===== config.mk =====
export PLATFORM = sky130hd
export DESIGN_NAME = if_fetch_unit
export DESIGN_NICKNAME = d
export VERILOG_FILES = /design/src/rtl/if_fetch_unit_pkg.sv /design/src/rtl/if_fetch_unit_timeout.sv /design/src/rtl/if_fetch_unit.sv
export SDC_FILE = /design/constraint.sdc
export NUM_CORES = 1
export LEC_CHECK = 0
export CAP_MARGIN = 15
export CORE_ASPECT_RATIO = 1.1
export CORE_UTILIZATION = 52
export CTS_BUF_LIST = sky130_fd_sc_hd__clkbuf_4 sky130_fd_sc_hd__clkbuf_8
export CTS_CLUSTER_SIZE = 30
export DETAILED_ROUTE_END_ITERATION = 10
export PLACE_DENSITY = 0.83
export SYNTH_ARGS = -nofsm -noshare
export SYNTH_HDL_FRONTEND = slang
export SYNTH_HIERARCHICAL = 1
export SYNTH_SLANG_ARGS = --single-unit

===== constraint.sdc =====
create_clock -name clk -period 5.45 [get_ports clk]
set_clock_uncertainty 0.15 [all_clocks]
set_input_delay 1.09 -clock clk [delete_from_list [all_inputs] [get_ports clk]]
set_output_delay 1.09 -clock clk [all_outputs]
set_load 0.02 [all_outputs]

===== src/rtl/if_fetch_unit_pkg.sv =====
// Shared constants and types for the instruction-fetch front end.
//   ADDRESS_LEN    : default width of PC, memory address and instruction word
//   FETCH_PC_STEP  : byte increment between sequential instructions
//   fetch_state_t  : 2-bit encoding of the fetch controller states
package if_fetch_unit_pkg;

    localparam int ADDRESS_LEN   = 32;
    localparam int FETCH_PC_STEP = 4;

    typedef enum logic [1:0] {
        FETCH_ST_FETCH   = 2'd0,
        FETCH_ST_HAVE    = 2'd1,
        FETCH_ST_DISCARD = 2'd2
    } fetch_state_t;

endpackage


===== src/rtl/if_fetch_unit_timeout.sv =====
// fetch_timeout_counter: watchdog for an outstanding instruction request.
// Built only when FETCH_TIMEOUT_EN is defined in the including build.
// Ports:
//   clk  : clock, rising edge
//   rst  : asynchronous active-high reset
//   clr  : restart the count (a new request is being issued)
//   en   : one more cycle of waiting without an acknowledge
//   hit  : count has reached LIMIT (held there until clr/rst)
module fetch_timeout_counter #(
    parameter int unsigned LIMIT = 255
) (
    input  logic clk,
    input  logic rst,
    input  logic clr,
    input  logic en,
    output logic hit
);

    localparam int CW = $clog2(LIMIT + 1);
    localparam logic [CW-1:0] LIMIT_C = CW'(LIMIT);

    logic [CW-1:0] cnt;

    // Saturates at LIMIT so a very long stall cannot wrap and re-arm.
    always_ff @(posedge clk or posedge rst) begin
        if (rst) begin
            cnt <= '0;
        end else if (clr) begin
            cnt <= '0;
        end else if (en && (cnt != LIMIT_C)) begin
            cnt <= cnt + 1'b1;
        end
    end

    assign hit = (cnt == LIMIT_C);

endmodule


===== src/rtl/if_fetch_unit.sv =====
// if_fetch_unit: instruction-fetch front end feeding the IF pipeline register.
// Owns the PC, issues requests over a variable-latency req/ack handshake,
// buffers one returned instruction with its PC+4, and handles branch
// redirects, downstream freeze and dropping of stale responses.
// Optional build macro: FETCH_TIMEOUT_EN enables the request watchdog that
// drives fetch_error; without it fetch_error is tied low.
// Ports:
//   clk, rst         : clock (rising edge), asynchronous active-high reset
//   freeze           : hazard stall, holds the buffered instruction
//   branch_taken     : redirect request from EXE, target on branch_addr
//   mem_req/mem_addr : instruction memory request and its address
//   mem_ack          : one-cycle pulse, mem_rdata valid in that cycle
//   mem_rdata        : returned instruction word
//   fetch_valid      : pc_out/instruction_out hold a valid instruction
//   pc_out           : address of buffered instruction + 4 (0 when invalid)
//   instruction_out  : buffered instruction (0 when invalid)
//   fetch_error      : sticky watchdog error
//
// state    | meaning
// ---------+--------------------------------------------------------
// FETCH    | request for pc_reg outstanding
// HAVE     | buffer holds a valid instruction, no request
// DISCARD  | redirected mid-request; waiting to drop the stale ack
module if_fetch_unit
    import if_fetch_unit_pkg::*;
#(
    parameter int                ADDR_W         = ADDRESS_LEN,
    parameter logic [ADDR_W-1:0] RESET_PC       = '0,
    parameter int unsigned       TIMEOUT_CYCLES = 255
) (
    input  logic              clk,
    input  logic              rst,
    input  logic              freeze,
    input  logic              branch_taken,
    input  logic [ADDR_W-1:0] branch_addr,
    output logic              mem_req,
    output logic [ADDR_W-1:0] mem_addr,
    input  logic              mem_ack,
    input  logic [ADDR_W-1:0] mem_rdata,
    output logic              fetch_valid,
    output logic [ADDR_W-1:0] pc_out,
    output logic [ADDR_W-1:0] instruction_out,
    output logic              fetch_error
);

    localparam logic [ADDR_W-1:0] PC_STEP = ADDR_W'(FETCH_PC_STEP);

    fetch_state_t      state, state_next;
    logic [ADDR_W-1:0] pc_reg, pc_next;
    logic [ADDR_W-1:0] stale_addr, stale_next;
    logic [ADDR_W-1:0] buf_pc, buf_ins;
    logic              buf_ld, buf_clr;
    logic              req_start;

    always_ff @(posedge clk or posedge rst) begin
        if (rst) begin
            state      <= FETCH_ST_FETCH;
            pc_reg     <= RESET_PC;
            stale_addr <= '0;
            buf_pc     <= '0;
            buf_ins    <= '0;
        end else begin
            state      <= state_next;
            pc_reg     <= pc_next;
            stale_addr <= stale_next;
            if (buf_clr) begin
                buf_pc  <= '0;
                buf_ins <= '0;
            end else if (buf_ld) begin
                buf_pc  <= pc_reg + PC_STEP;
                buf_ins <= mem_rdata;
            end
        end
    end

    // req_start flags every edge after which a fresh request is presented,
    // including FETCH->FETCH when an ack coincides with a redirect.
    always_comb begin
        state_next = state;
        pc_next    = pc_reg;
        stale_next = stale_addr;
        buf_ld     = 1'b0;
        buf_clr    = 1'b0;
        req_start  = 1'b0;
        case (state)
            FETCH_ST_FETCH: begin
                if (mem_ack && branch_taken) begin
                    pc_next   = branch_addr;
                    req_start = 1'b1;
                end else if (mem_ack) begin
                    buf_ld     = 1'b1;
                    state_next = FETCH_ST_HAVE;
                end else if (branch_taken) begin
                    // Memory is still working on pc_reg; keep presenting it
                    // until the ack so the handshake stays consistent.
                    pc_next    = branch_addr;
                    stale_next = pc_reg;
                    state_next = FETCH_ST_DISCARD;
                    req_start  = 1'b1;
                end
            end
            FETCH_ST_DISCARD: begin
                if (branch_taken) begin
                    pc_next = branch_addr;
                end
                if (mem_ack) begin
                    state_next = FETCH_ST_FETCH;
                    req_start  = 1'b1;
                end
            end
            FETCH_ST_HAVE: begin
                if (branch_taken) begin
                    buf_clr    = 1'b1;
                    pc_next    = branch_addr;
                    state_next = FETCH_ST_FETCH;
                    req_start  = 1'b1;
                end else if (!freeze) begin
                    buf_clr    = 1'b1;
                    pc_next    = pc_reg + PC_STEP;
                    state_next = FETCH_ST_FETCH;
                    req_start  = 1'b1;
                end
            end
            default: begin
                state_next = FETCH_ST_FETCH;
            end
        endcase
    end

    assign mem_req         = (state == FETCH_ST_FETCH) || (state == FETCH_ST_DISCARD);
    assign mem_addr        = (state == FETCH_ST_DISCARD) ? stale_addr : pc_reg;
    assign fetch_valid     = (state == FETCH_ST_HAVE);
    assign pc_out          = fetch_valid ? buf_pc  : '0;
    assign instruction_out = fetch_valid ? buf_ins : '0;

`ifdef FETCH_TIMEOUT_EN
    logic to_hit;
    logic err_q;

    fetch_timeout_counter #(
        .LIMIT (TIMEOUT_CYCLES)
    ) u_timeout (
        .clk (clk),
        .rst (rst),
        .clr (req_start),
        .en  (mem_req && !mem_ack),
        .hit (to_hit)
    );

    // Error only flags the condition; the request keeps running.
    always_ff @(posedge clk or posedge rst) begin
        if (rst) begin
            err_q <= 1'b0;
        end else if (to_hit) begin
            err_q <= 1'b1;
        end
    end

    assign fetch_error = err_q;
`else
    assign fetch_error = 1'b0;
`endif

endmodule


==> results of run 1 <==
[worst min-delay path: cells and delay by family (launching register included)]
family	cells	cell delay, ns
flip-flops	1	0.34
AND/OR/NAND/NOR	1	0.04
AO/OA/AOI/OAI	1	0.06
[worst min path at each step]
stage / from / to / depth (start not counted)
global route: buf_pc[21]$_DFFE_PP0P_ / buf_pc[21]$_DFFE_PP0P_ / 2
floorplan: buf_pc[10]$_DFFE_PP0P_ / buf_pc[10]$_DFFE_PP0P_ / 2
global placement: buf_pc[13]$_DFFE_PP0P_ / buf_pc[13]$_DFFE_PP0P_ / 2
detailed placement: buf_pc[15]$_DFFE_PP0P_ / buf_pc[15]$_DFFE_PP0P_ / 2
CTS: buf_pc[15]$_DFFE_PP0P_ / buf_pc[15]$_DFFE_PP0P_ / 2
finish: buf_pc[15]$_DFFE_PP0P_ / buf_pc[15]$_DFFE_PP0P_ / 2
[cells in the mapped netlist (10+ instances only)]
master    instances
dfrtp_1         130
nand2_1          72
and2_1           69
o21ai_0          64
mux2_2           56
a22o_1           42
clkbuf_1         41
nor2_1           33
xnor2_1          16
a21oi_1          14
nand3_1          14
nor3_1           12
a22oi_1          10
xor2_1           10
[power groups by stage]
stage	Combinational, mW	Clock [mW]	Sequential, mW
after floorplan	1.70	0	1.57
after global placement	2.31	0	1.77
after detailed placement	2.37	0	1.80
after CTS	2.39	1.02	1.78
after global routing	2.58	1.06	1.85
final	2.39	1.00	1.79
[cell type report]
class | instances | area, um^2 | share of cell area, %
sequential | 130 | 3250 | 35.5
timing repair buffer | 175 | 1730 | 18.9
clock buffer | 19 | 255 | 2.78
multi-input combinational | 502 | 3460 | 37.7
clock inverter | 13 | 231 | 2.52
tap | 161 | 201 | 2.20
inverter | 10 | 40.0 | 0.437
[cells in the final DEF (no fill, tap or decap), types with 4 or more instances in the layout]
cell type,Yosys,layout
nor2_1,33,33
and2_1,69,69
ha_1,5,4
nand3_1,14,14
and4_1,6,6
a31oi_1,4,4
nor3_1,12,12
o21ai_1,5,5
bufinv_16,0,6
dfrtp_1,130,130
o21ai_0,64,64
xnor2_1,16,16
nand2_1,72,72
mux2_2,56,56
xor2_1,10,10
buf_4,4,9
clkdlybuf4s50_1,0,166
a21o_1,4,4
nor4_1,5,5
a21oi_1,14,13
inv_1,9,8
a22o_1,42,42
a22oi_1,10,10
clkbuf_8,0,18
nand4_1,6,6
[per-stage QoR]
step | utilization [%] | power (mW)
floorplan | - | 3.27
global placement | 66.0 | 4.08
detailed placement | 66.0 | 4.17
CTS | 69.7 | 5.19
global route | 69.7 | 5.49
finish | 69.7 | 5.19
[layer usage]
layer / wire length (um) / GRT usage, % / vias up
met5: 0 / 0 / -
li1: - / - / 2760
met1: 8060 / 37.3 / 2954
met4: 537 / 12.4 / 0
met2: 9140 / 46.5 / 286
met3: 1580 / 8.22 / 43
[cell families (layout without fill, tap and decap cells)]
logic type,count (synthesis),count (layout),synth area share [%]
buffers and inverters,69,217,4.26
DFF,130,130,46.6
muxes,59,59,9.45
AOI/OAI and AO/OA,169,169,16.4
xor gates and xnor gates,26,26,3.26
and+or+nand+nor,242,242,19.1
other,1,1,0.0537
adders and majority gates,5,5,0.895
==> flow_summary.yaml, run 1 <==
run_status:
  status: "finished, final reports clean"
floorplan:
  row_count: 44
  die_h_um: 124
  core_mm2: 0.0132
  die_w_um: 113
  ios: 168
  die_area_mm2: 0.0139
  start_util_pct: 53.1
power:
  combPwrFrac_pct: 46.1
  netSwitchingFraction_pct: 40.0
  clock_power_share_pct: 19.4
  leakage_nw: 3.84
  p_sw_mw: 2.07
  ir_worst_vdd_v: 0.000364
  p_seq_share_pct: 34.6
  p_int_mw: 3.11
  power_density_mw_per_mm2: 566
drt:
  drt_iter0_markers: 569
  wl_per_cell_um: 19.1
  ant_nets: 0
  drt-total-wl_um: 19300
  drt_pass1_iterations: 5
  vias: 6043
  viasPerCell: 5.98
  drcViolationCount: 0
yosys:
  yosys_warnings: 6
  synth_top_area_cell: "dfrtp_1"
  ys_types: 61
  synth_area_leaders: "dfrtp_1 47%, mux2_2 9.0%, and2_1 6.2%"
  yosys.area.top_type_share_pct: 46.6
  yosys_register_bits: 130
  synth_fp_nets: 775
  synthCells: 701
  ys.flop_type: "dfrtp_1"
  synthArstFlopShare_pct: 100
  synth_area_mm2: 0.00699
  postSynthAreaPerCell_um2: 9.97
  synth_edf_count: 0
  synth-seq-area-share_pct: 46.6
global_route:
  grt_max_degree: 75
  antenna_found_initial: 0
  overflow: 0
  grt.total_usage_pct: 29.1
  grt_pass1_vias: 5820
  grt_first_pass_wirelength_um: 30700
layout:
  insertedDiodeCount: 0
  finalInstanceArea_mm2: 0.00917
  nets: 910
  area_growth_pct: 31.2
  fill_cells: 998
  finalNonFillerCells: 1010
  layout-drive-gt1-share_pct: 13.5
timing:
  fmax_mhz: 240
  min_period_ns: 4.17
  layout_setup_ws_ns: 1.28
  hold_violations: 0
  setup_tns_ns: 0
  hold_slack_ns: 0.323
  grt_setup_unrepaired: "false"
  finalMaxSlewViolations: 0
  finalSetupViolCount: 0
  max_slew_margin_pct: 23.6
  tightestPinTransition_ns: 1.14
  fin_crit_sh_pct: 76.5
clock_network:
  cts_root_buf: "clkbuf_8"
  clkTransAtPathRegs_ns: 0.07
  clock_latency_ns: 0.46
  post_cts_buffers: 0
  ctsHoldBuffers: 0
  cts_resized: 0
  h-tree-depth: 4
  max-clock-path-buffers: 2
  tritoncts: "done"
  clock-sinks: 130
  cts-buffers-inserted: 17
worst_setup_path:
  path_cells: "inv_1 -> ha_1 -> buf_4 -> mux2_2 -> clkdlybuf4s50_1"
  critical_path.max_stage_delay_ns: 0.54
  cp-start-kind: "register"
  reg2reg_to: "pc_reg[28]$_DFFE_PP0P_"
  r2r_slack_ns: 1.95
  cp_num_buf_inv: 3
  endpoint: "mem_addr[10]"
  worstSetupPathType: "reg2out"
  end_kind: "primary output"
  cpMaxStageDelayCell: "clkdlybuf4s50_1"
  path_depth: 5
  path_delay_family: "buffers and inverters"
  worstSetupStartpoint: "state[0]$_DFFE_PP0P_"
  crit_arrival_ns: 2.93
  required_ns: 4.21
  worstPathMaxFanout: 32
  rr_worst_depth: 7
  reg2reg_from: "state[1]$_DFFE_PP0P_"
place:
  dp.cells: 978
  io_buffers: 166
  post-dp-hpwl_um: 13600
  place_congestion: 0.913
  dp_slack_ns: 1.47
  postPlaceCellArea_mm2: 0.00868
job:
  maxCapViolations: 0
worst_hold_path:
  min_path_type: "reg2reg"
Power figures use the tool's default switching activity.
==> inputs of run 2 (changes only) <==
--- a/config.mk
+++ b/config.mk
@@ -7,11 +7,11 @@
 export LEC_CHECK = 0
 export CAP_MARGIN = 15
 export CORE_ASPECT_RATIO = 1.1
-export CORE_UTILIZATION = 52
+export CORE_UTILIZATION = 47
 export CTS_BUF_LIST = sky130_fd_sc_hd__clkbuf_4 sky130_fd_sc_hd__clkbuf_8
 export CTS_CLUSTER_SIZE = 30
 export DETAILED_ROUTE_END_ITERATION = 10
-export PLACE_DENSITY = 0.83
+export PLACE_DENSITY = 0.79
 export SYNTH_ARGS = -nofsm -noshare
 export SYNTH_HDL_FRONTEND = slang
 export SYNTH_HIERARCHICAL = 1
==> constraint.sdc (replaced) <==
create_clock -name clk -period 3.5 [get_ports clk]
set_clock_uncertainty 0.15 [all_clocks]
set_input_delay 0.7 -clock clk [delete_from_list [all_inputs] [get_ports clk]]
set_output_delay 0.7 -clock clk [all_outputs]
set_load 0.02 [all_outputs]
==> flow_summary.yaml, run 2 (same netlist as run 1, synthesis figures left out) <==
run_status:
  status: "finished, final reports clean"
floorplan:
  row_count: 46
  die_w_um: 118
  ios: 168
  die_area_mm2: 0.0154
  start_util_pct: 48.4
  die_h_um: 130
  core_mm2: 0.0144
timing:
  min_period_ns: 3.32
  finalMaxSlewViolations: 0
  setup_tns_ns: 0
  max_slew_margin_pct: 41.2
  tightestPinTransition_ns: 0.880
  fin_crit_sh_pct: 94.7
  hold_violations: 0
  fmax_mhz: 302
  finalSetupViolCount: 0
  grt_setup_unrepaired: "false"
power:
  power_density_mw_per_mm2: 884
  combPwrFrac_pct: 46.5
  p_sw_mw: 3.25
  netSwitchingFraction_pct: 39.3
  clock_power_share_pct: 19.7
  ir_worst_vdd_v: 0.000507
  p_int_mw: 5.02
  p_seq_share_pct: 33.7
  p_total_mw: 8.27
  leakage_nw: 3.91
drt:
  drt_pass1_iterations: 5
  viasPerCell: 5.77
  drcViolationCount: 0
  drt_iter0_markers: 534
  ant_nets: 0
  wl_per_cell_um: 18.3
  vias: 6064
  drt-total-wl_um: 19200
worst_setup_path:
  crit_arrival_ns: 2.47
  end_kind: "primary output"
  worstPathMaxFanout: 39
  required_ns: 2.65
  cp-start-kind: "register"
  worstSetupPathType: "reg2out"
layout:
  nets: 920
  final_common_cell: "clkdlybuf4s50_1"
  mostFrequentLayoutCells: "166 x clkdlybuf4s50_1, 130 x dfrtp_1, 72 x nand2_1, 69 x and2_1, 64 x o21ai_0"
  area_growth_pct: 34.0
  layout-drive-gt1-share_pct: 14.6
  insertedDiodeCount: 0
global_route:
  grt_pass1_vias: 5842
  grt.total_usage_pct: 25.8
  antenna_found_initial: 0
  grt_max_degree: 131
  overflow: 0
  grt_first_pass_wirelength_um: 30500
place:
  place_congestion: 0.885
  post-dp-hpwl_um: 13400
  io_buffers: 166
worst_hold_path:
  min_path_type: "reg2reg"
clock_network:
  cts-buffers-inserted: 17
  clock_latency_ns: 0.45
  clkTransAtPathRegs_ns: 0.07
  post_cts_buffers: 0
  cts_root_buf: "clkbuf_8"
  tritoncts: "done"
  cts_resized: 0
  clock-sinks: 130
  h-tree-depth: 4
  max-clock-path-buffers: 2
  ctsHoldBuffers: 0
job:
  maxCapViolations: 0
## run 2: stage by stage
step                setup WS, ns  util [%]  hold WS (ns)  cells  instance area [um^2]
global route              0.0652      64.8         0.355   1051                  9360
detailed placement         0.507      61.2         0.319   1019                  8850
finish                     0.184      64.8         0.330   1051                  9360
global placement           0.539      61.2         0.309   1019                  8850
CTS                        0.143      64.8         0.336   1051                  9360
floorplan                  0.931         -         0.292    701                  6990
## run 2: area by class of cell
| type | count | area (um^2) |
|---|---|---|
| tap | 192 | 240 |
| sequential | 130 | 3250 |
| clock buffer | 19 | 262 |
| timing repair buffer | 185 | 1850 |
| multi-input combinational | 502 | 3460 |
| clock inverter | 13 | 255 |
| inverter | 10 | 41.3 |
| fill | 1154 | 5080 |
## run 2: worst max-delay path: stages (launching register included)
cell and delay [ns]:
dfrtp_1 0.45, inv_1 0.12, ha_1 0.24, buf_12 0.26, mux2_2 0.38, clkdlybuf4s50_1 0.54
## run 2: power groups by stage
stage / logic (mW) / clock network (mW) / registers, mW
floorplan: 2.65 / 0 / 2.44
finish: 3.85 / 1.63 / 2.79
CTS: 3.86 / 1.66 / 2.78
global route: 4.13 / 1.72 / 2.88
global placement: 3.74 / 0 / 2.74
detailed placement: 3.83 / 0 / 2.80
## run 2: worst paths after layout
| kind | depth (start not counted) | startpoint | slack [ns] | endpoint |
|---|---|---|---|---|
| min | 2 | buf_pc[2]$_DFFE_PP0P_ | 0.33 | buf_pc[2]$_DFFE_PP0P_ |
| min reg2reg | 2 | buf_pc[2]$_DFFE_PP0P_ | 0.33 | buf_pc[2]$_DFFE_PP0P_ |
| min in group asynchronous | 3 | rst | 0.61 | buf_ins[8]$_DFFE_PP0P_ |
| max | 5 | state[0]$_DFFE_PP0P_ | 0.18 | mem_addr[13] |
| max reg2reg | 8 | state[0]$_DFFE_PP0P_ | 0.61 | pc_reg[22]$_DFFE_PP0P_ |
| max in group asynchronous | 3 | rst | 1.99 | pc_reg[5]$_DFFE_PP0P_ |
## run 2: layer usage
layer	global-route usage (%)	vias to the layer above	share of wire, %	routed length [um]
met5	0	-	0	0
met4	11.9	0	2.8	539
met3	5.42	44	6.8	1310
met2	41.5	306	47	9090
met1	33.6	2930	43	8280
li1	-	2784	-	-
